### src/rtl/rv_pkg.sv
`default_nettype none
// ============================================================================
// Module   : rv_pkg
// Brief    : Shared register-file widths and the writeback request record.
// Revision : 1.0 - initial release
// ============================================================================
package rv_pkg;

    localparam int ADDR_W = 5;
    localparam int DATA_W = 32;

    typedef struct packed {
        logic [ADDR_W-1:0] addr;
        logic [DATA_W-1:0] data;
    } wb_req_t;

endpackage
`default_nettype wire

### src/rtl/wb_fifo.sv
`default_nettype none
// ============================================================================
// Module   : wb_fifo
// Brief    : Small writeback FIFO exposing per-entry addresses for hazard query.
// Revision : 1.0 - initial release
// ============================================================================
module wb_fifo
    import rv_pkg::*;
#(
    parameter int DEPTH = 2
) (
    input  logic                         clk,
    input  logic                         reset_n,
    input  logic                         push_i,
    input  wb_req_t                      push_data_i,
    input  logic                         pop_i,
    output logic                         full_o,
    output logic                         empty_o,
    output wb_req_t                      head_o,
    output logic [DEPTH-1:0]             ent_valid_o,
    output logic [DEPTH-1:0][ADDR_W-1:0] ent_addr_o
);

    localparam int PTR_W = $clog2(DEPTH);

    logic [PTR_W:0]   wr_ptr_q, wr_ptr_d;
    logic [PTR_W:0]   rd_ptr_q, rd_ptr_d;
    logic [PTR_W:0]   count;
    logic [PTR_W-1:0] offset;
    logic             do_push;
    logic             do_pop;
    wb_req_t          mem_q [DEPTH];
    wb_req_t          mem_d [DEPTH];

    // Extra pointer MSB distinguishes full from empty when the indices match.
    assign full_o  = (wr_ptr_q[PTR_W] != rd_ptr_q[PTR_W]) &&
                     (wr_ptr_q[PTR_W-1:0] == rd_ptr_q[PTR_W-1:0]);
    assign empty_o = (wr_ptr_q == rd_ptr_q);
    assign count   = wr_ptr_q - rd_ptr_q;
    assign head_o  = mem_q[rd_ptr_q[PTR_W-1:0]];
    assign do_push = push_i && !full_o;
    assign do_pop  = pop_i && !empty_o;

    always_comb begin
        wr_ptr_d = wr_ptr_q + (PTR_W+1)'(do_push);
        rd_ptr_d = rd_ptr_q + (PTR_W+1)'(do_pop);
        mem_d    = mem_q;
        if (do_push) begin
            mem_d[wr_ptr_q[PTR_W-1:0]] = push_data_i;
        end
    end

    always_comb begin
        offset      = '0;
        ent_valid_o = '0;
        ent_addr_o  = '0;
        for (int i = 0; i < DEPTH; i++) begin
            offset         = PTR_W'(i) - rd_ptr_q[PTR_W-1:0];
            ent_valid_o[i] = ({1'b0, offset} < count);
            ent_addr_o[i]  = mem_q[i].addr;
        end
    end

    always_ff @(posedge clk) begin
        if (!reset_n) begin
            wr_ptr_q <= '0;
            rd_ptr_q <= '0;
        end else begin
            wr_ptr_q <= wr_ptr_d;
            rd_ptr_q <= rd_ptr_d;
        end
    end

    always_ff @(posedge clk) begin
        mem_q <= mem_d;
    end

endmodule
`default_nettype wire

### src/rtl/rf_write_arbiter.sv
`default_nettype none
// ============================================================================
// Module   : rf_write_arbiter
// Brief    : Shares the register-file write port between pipeline writeback
//            and buffered long-latency results, with starvation stall.
// Revision : 1.0 - initial release
// ============================================================================
module rf_write_arbiter
    import rv_pkg::*;
#(
    parameter int DEPTH        = 2,
    parameter int STARVE_LIMIT = 4
) (
    input  logic              clk,
    input  logic              reset_n,
    input  logic              a_valid_i,
    input  logic [ADDR_W-1:0] a_addr_i,
    input  logic [DATA_W-1:0] a_data_i,
    input  logic              b_valid_i,
    output logic              b_ready_o,
    input  logic [ADDR_W-1:0] b_addr_i,
    input  logic [DATA_W-1:0] b_data_i,
    input  logic [ADDR_W-1:0] q_addr_i,
    output logic              q_hit_o,
    output logic              stall_o,
    output logic              rf_we_o,
    output logic [ADDR_W-1:0] rf_waddr_o,
    output logic [DATA_W-1:0] rf_wdata_o
);

    localparam int              CNT_W = $clog2(STARVE_LIMIT + 1);
    localparam logic [CNT_W-1:0] LIMIT = CNT_W'(STARVE_LIMIT);

    logic                         fifo_full;
    logic                         fifo_empty;
    wb_req_t                      fifo_head;
    logic [DEPTH-1:0]             ent_valid;
    logic [DEPTH-1:0][ADDR_W-1:0] ent_addr;
    logic                         push;
    logic                         pop;
    logic                         a_req;
    logic                         hit;

    logic              rf_we_q,    rf_we_d;
    logic [ADDR_W-1:0] rf_waddr_q, rf_waddr_d;
    logic [DATA_W-1:0] rf_wdata_q, rf_wdata_d;
    logic              stall_q,    stall_d;
    logic [CNT_W-1:0]  cnt_q,      cnt_d;

    assign b_ready_o = reset_n && !fifo_full;
    // Writes to x0 complete the handshake but are dropped here.
    assign push      = b_valid_i && b_ready_o && (b_addr_i != '0);
    assign a_req     = a_valid_i && (a_addr_i != '0);

    wb_fifo #(
        .DEPTH (DEPTH)
    ) u_fifo (
        .clk         (clk),
        .reset_n     (reset_n),
        .push_i      (push),
        .push_data_i ('{addr: b_addr_i, data: b_data_i}),
        .pop_i       (pop),
        .full_o      (fifo_full),
        .empty_o     (fifo_empty),
        .head_o      (fifo_head),
        .ent_valid_o (ent_valid),
        .ent_addr_o  (ent_addr)
    );

    always_comb begin
        pop        = 1'b0;
        rf_we_d    = 1'b0;
        rf_waddr_d = rf_waddr_q;
        rf_wdata_d = rf_wdata_q;
        cnt_d      = cnt_q;
        if (stall_q) begin
            cnt_d = '0;
            if (!fifo_empty) begin
                pop        = 1'b1;
                rf_we_d    = 1'b1;
                rf_waddr_d = fifo_head.addr;
                rf_wdata_d = fifo_head.data;
            end
        end else if (a_req) begin
            rf_we_d    = 1'b1;
            rf_waddr_d = a_addr_i;
            rf_wdata_d = a_data_i;
            if (!fifo_empty && (cnt_q < LIMIT)) begin
                cnt_d = cnt_q + 1'b1;
            end
        end else if (!fifo_empty) begin
            pop        = 1'b1;
            rf_we_d    = 1'b1;
            rf_waddr_d = fifo_head.addr;
            rf_wdata_d = fifo_head.data;
            cnt_d      = '0;
        end
        stall_d = (cnt_d == LIMIT);
    end

    // The head being popped this cycle is still a pending write.
    always_comb begin
        hit = 1'b0;
        for (int i = 0; i < DEPTH; i++) begin
            if (ent_valid[i] && (ent_addr[i] == q_addr_i)) begin
                hit = 1'b1;
            end
        end
    end

    assign q_hit_o = hit && (q_addr_i != '0) && reset_n;

    always_ff @(posedge clk) begin
        if (!reset_n) begin
            rf_we_q    <= 1'b0;
            rf_waddr_q <= '0;
            rf_wdata_q <= '0;
            stall_q    <= 1'b0;
            cnt_q      <= '0;
        end else begin
            rf_we_q    <= rf_we_d;
            rf_waddr_q <= rf_waddr_d;
            rf_wdata_q <= rf_wdata_d;
            stall_q    <= stall_d;
            cnt_q      <= cnt_d;
        end
    end

    assign rf_we_o    = rf_we_q;
    assign rf_waddr_o = rf_waddr_q;
    assign rf_wdata_o = rf_wdata_q;
    assign stall_o    = stall_q;

endmodule
`default_nettype wire

### config.mk
export PLATFORM = sky130hd
export DESIGN_NAME = rf_write_arbiter
export DESIGN_NICKNAME = d
export VERILOG_FILES = /design/src/rtl/rv_pkg.sv /design/src/rtl/wb_fifo.sv /design/src/rtl/rf_write_arbiter.sv
export SDC_FILE = /design/constraint.sdc
export NUM_CORES = 1
export LEC_CHECK = 0
export CAP_MARGIN = 30
export CORE_MARGIN = 1.5
export CORE_UTILIZATION = 50
export DETAILED_ROUTE_END_ITERATION = 12
export PLACE_DENSITY_LB_ADDON = 0.1
export REMOVE_ABC_BUFFERS = 1
export SYNTH_ARGS = -nofsm -noshare
export SYNTH_HDL_FRONTEND = slang
export SYNTH_HIERARCHICAL = 1
export SYNTH_SLANG_ARGS = --single-unit
### constraint.sdc
create_clock -name clk -period 7.1 [get_ports clk]
set_input_delay 1.42 -clock clk [delete_from_list [all_inputs] [get_ports clk]]
set_output_delay 1.42 -clock clk [all_outputs]
set_load 0.01 [all_outputs]
# After elaboration in Yosys (flattened, before gate mapping)
# Index checks and enable logic that the tools add are counted.
# totals
ff_bits,120
latch_bits,0
ramBits,0
mem_bits_ro,0
input_bits,83
word_cells,72
memories,0
# op_classes
addsub,6
multipliers,0
div_mod_pow,0
order_cmp,6
eq_ne,6
n_shift,0
muxes,23
n_bitwise,2
n_reduce_logical,18
# op_table
operator,n
37-bit 2-to-1 mux,4
32-bit 2-to-1 mux,3
74-bit bitwise mux,1
37-bit demux with 1-bit select,1
5-bit 2-to-1 mux,3
5-bit nonzero test,3
1-bit logical AND,13
3-bit 2-to-1 mux,4
5-bit == test,2
1-bit 2-to-1 mux,7
2-bit by 1-bit adder with 2-bit output,2
"2-bit >= comparator, second input constant",2
1-bit by 2-bit < comparator with 1-bit output,2
1-bit inverter with 2-bit output,2
"3-bit by 1-bit adder with 3-bit output, second input constant",1
"3-bit == test, second input constant",1
"3-bit < comparator, second input constant",1
2-bit == test,1
1-bit zero test,2
"2-bit by 1-bit < comparator with 1-bit output, second input constant",1
"1-bit subtractor, first input constant",2
2-bit subtractor,1
1-bit == test,1
1-bit inequality test,1

# Longest topological paths before layout
# logic_depth
depth_word,8
mapped_depth,11
mapped_depth_nobuf,11

# Hierarchy
# The synthesis kept the hierarchy.
# by_module_without_submodules
mod,n_inst,cells_per_inst,area_per_inst_um2
wb_fifo,1,152,3080.5
rf_write_arbiter,1,217,2124.5

# Worst setup path before layout
# Ideal clock, no wire load.
# synth_timing
path_kind,input port to output port
start,input q_addr_i[1]
end,output q_hit_o
arrival_ps,2146
t_required_ps,5680
setup_slack_ps,3534
stages,4
n_path_buf,0
cell_sequence,xor2_1 > nor4_1 > nand3_1 > a21oi_1
# synth_between
elab_chain_cells,6
elab_cells_between_ends,9
cone_classes,eq/ne: 2; mux: 2; reduce/logical: 5
# synth_lines
element,line_no,source
start: declaration,rf_write_arbiter.sv:23,"input logic [ADDR_W-1:0] q_addr_i,"
5-bit == test,rf_write_arbiter.sv:105,if (ent_valid[i] && (ent_addr[i] == q_addr_i)) begin
1-bit logical AND,rf_write_arbiter.sv:105,
1-bit 2-to-1 mux (2 in a row),rf_write_arbiter.sv:105,
1-bit logical AND (*) (2 in a row),rf_write_arbiter.sv:111,assign q_hit_o = hit && (q_addr_i != '0) && reset_n;
end: declaration,rf_write_arbiter.sv:24,"output logic q_hit_o,"
# Every way passes the cells marked *; elsewhere a longest branch is shown, timed or not.

# Worst setup path after layout
# layout_timing
start,input q_addr_i[0]
end,output q_hit_o
# Same word-level chain as after synthesis.

==> results.yml <==
timing:
  fin_hold_ws_ns: 0.575
  slew_headroom_pct: 33.3
  setup_viol: 0
  hold_viol_final: 0
  clock_skew_ns: 0.00754
  tightest_slew_ns: 1.00
  fin_crit_ns: 4.64
  setup_tns_ns: 0
  fmax_mhz: 215
  drv_slew: 0
  setup_slack_ns: 2.46
  period_share_pct: 65.4
  grt_setup_unrepaired: "false"
final_layout:
  final_cells: 633
  design_area_um2: 7070
  layout_commonest_cell: "clkdlybuf4s50_1"
  area_growth_pct: 35.9
  finalNetCount: 574
  n_antenna_cell: 0
  final_cell_mix: "clkdlybuf4s50_1, edfxtp_1, dfxtp_1"
  layout-drive-gt1-share_pct: 15.9
  utilization_pct: 69.1
global_route:
  grt_pass1_wl_um: 16400
  grt_start_max_net_pins: 76
  grt.total_usage_pct: 19.5
  gr-total-overflow: 0
  grt_pass1_vias: 3422
  antenna_found_initial: 0
placed_design:
  port_buffers: 123
  dp_hpwl_um: 6650
  placement.cell_area_um2: 6430
  place.gp.congestion: 0.759
  pre_cts_ws_ns: 2.45
  placedCellCount: 600
die:
  core_area_um2: 10200
  start_util_pct: 50.9
  fp.dieH_um: 105
  fp-row-count: 37
  fp.dieArea_um2: 11000
  ios: 124
  die_w_um: 105
critical_path:
  crit_path_end_kind: "primary output"
  r2r_start: "u_fifo/wr_ptr_q[0]"
  reg2reg_slack_ns: 4.27
  arrival_ns: 3.22
  rr_endpoint: "u_fifo/rd_ptr_q[1]"
  r2r_cells: 10
  worstSetupStartpointType: "input pin"
  critPathKind: "in -> out"
  crit_end: "q_hit_o"
  crit_path_start: "q_addr_i[0]"
  cp.required_ns: 5.68
  path_max_fanout: 3
clocking:
  ctsResizeCount: 0
  clockBufferDepth: 2
  cts.sinks: 120
  htreeDepth: 4
  hold_buffers: 0
  cts_tree: "done"
  path_clk_slew_ns: 0.06
  root_buffer: "clkbuf_8"
  cts_buffers: 17
  clk-insertion-delay-late_ns: 0.50
  cts_setup_buffers: 0
synthesis:
  synth-seq-cells: 120
  synthCells: 369
  synth_area_um2: 5200
  synth-edff-count: 74
  ys_warn_count: 6
  ys_seq_area_share_pct: 60.4
  postSynthAreaPerCell_um2: 14.1
  synth_cell_types: 33
  ys.flop_type: "edfxtp_1"
  async_reset_ff_share_pct: 0
routing:
  drtPass1Iterations: 4
  avgRoutedWirePerCell_um: 16.3
  antenna_left: 0
  via_count: 3297
  wirelength_um: 10300
  via_per_inst: 5.21
  drc: 0
  drt_iter0_drc: 98
power_and_ir_drop:
  intPower_mw: 1.53
  p_sw_uw: 426
  netSwitchingFraction_pct: 21.8
  power_mw: 1.95
  peakVddDrop_uv: 173
  p_clk_share_pct: 45.1
  p_leak_nw: 3.06
  p_per_area_nw_per_um2: 276
  pwr-share-seq_pct: 41.1
  p_comb_share_pct: 13.7
worst_hold_path:
  hold_path_class: "reg -> reg"
flow_run:
  cap_violations: 0
outcome:
  status: "finished clean"
## cell type report
cell class	instances	area, um2
well taps	136	170
multi-input cells	211	1840
inverters	7	26.3
clock inverters	12	171
flip-flops and latches	120	3140
clock buffers	20	447
fillers	748	3160
repair buffers	127	1270
## power by group through the flow
stage / clock, mW / combinational [mW] / sequential, mW
6_report: 0.882 / 0.268 / 0.804
5_1_grt: 0.929 / 0.291 / 0.808
4_1_cts: 0.897 / 0.271 / 0.804
3_5_place_dp: 0 / 0.269 / 0.818
3_3_place_gp: 0 / 0.263 / 0.816
2_1_floorplan: 0 / 0.134 / 0.827
## logic make-up after synthesis
logic type	after synthesis	share of synthesized area (%)
xor gates and xnor gates	14	2.36
buffers and inverters	38	4.45
muxes	74	16.5
and+or+nand+nor	66	5.91
AOI/OAI and AO/OA	50	8.73
adders and majority gates	7	1.68
DFF	120	60.4
## per-layer routing
layer | global-route usage (%) | up-vias | share of wire (%)
met5 | 0 | - | 0
met4 | 6.85 | 0 | 0.96
met3 | 6.86 | 8 | 5.0
met2 | 33.9 | 101 | 51
met1 | 22.2 | 1610 | 43
li1 | - | 1578 | -
## synth_stat cells, types with 2 or more instances
library cell / number / area [um2]
and2_1: 6 / 37.5
mux2_4: 19 / 285
o21ai_0: 3 / 15.0
mux2_2: 18 / 203
clkbuf_1: 5 / 18.8
nand2_1: 40 / 150
xor2_1: 10 / 87.6
xnor2_1: 4 / 35.0
nand3_1: 2 / 10.0
mux2i_1: 37 / 370
buf_6: 3 / 33.8
o211a_1: 37 / 370
buf_4: 15 / 113
nor3_1: 2 / 10.0
nor4_1: 2 / 12.5
a21oi_1: 4 / 20.0
inv_1: 7 / 26.3
a21boi_0: 2 / 15.0
edfxtp_1: 74 / 2220
ha_1: 7 / 87.6
nor2b_1: 4 / 25.0
dfxtp_1: 46 / 921
nor2_1: 5 / 18.8
buf_2: 8 / 40.0
## how the worst min path moves through the flow
stage | start | end | slack [ns] | depth (start not counted)
6_report | cnt_q[0] | cnt_q[0] | 0.58 | 2
5_1_grt | cnt_q[0] | cnt_q[0] | 0.62 | 2
2_1_floorplan | cnt_q[0] | cnt_q[0] | 0.51 | 2
4_1_cts | cnt_q[0] | cnt_q[0] | 0.58 | 2
3_5_place_dp | cnt_q[0] | cnt_q[0] | 0.56 | 2
3_3_place_gp | cnt_q[0] | cnt_q[0] | 0.55 | 2
## sequential cells by signal (all words and copies together), names as in the netlist
| register | flops |
|---|---|
| u_fifo/ent_addr_o | 10 |
| u_fifo/mem_q | 64 |
| cnt_q | 3 |
| rf_wdata_o | 32 |
| rf_waddr_o | 5 |
| stall_o | 1 |
| rf_we_o | 1 |
| u_fifo/rd_ptr_q | 2 |
| u_fifo/wr_ptr_q | 2 |
## worst max-delay path: stages
cell and delay [ns]:
clkdlybuf4s50_1 0.48, or4_1 0.57, o21ai_0 0.21, a21oi_1 0.07
clkdlybuf4s50_1 0.48
Power figures use the tool's default switching activity.
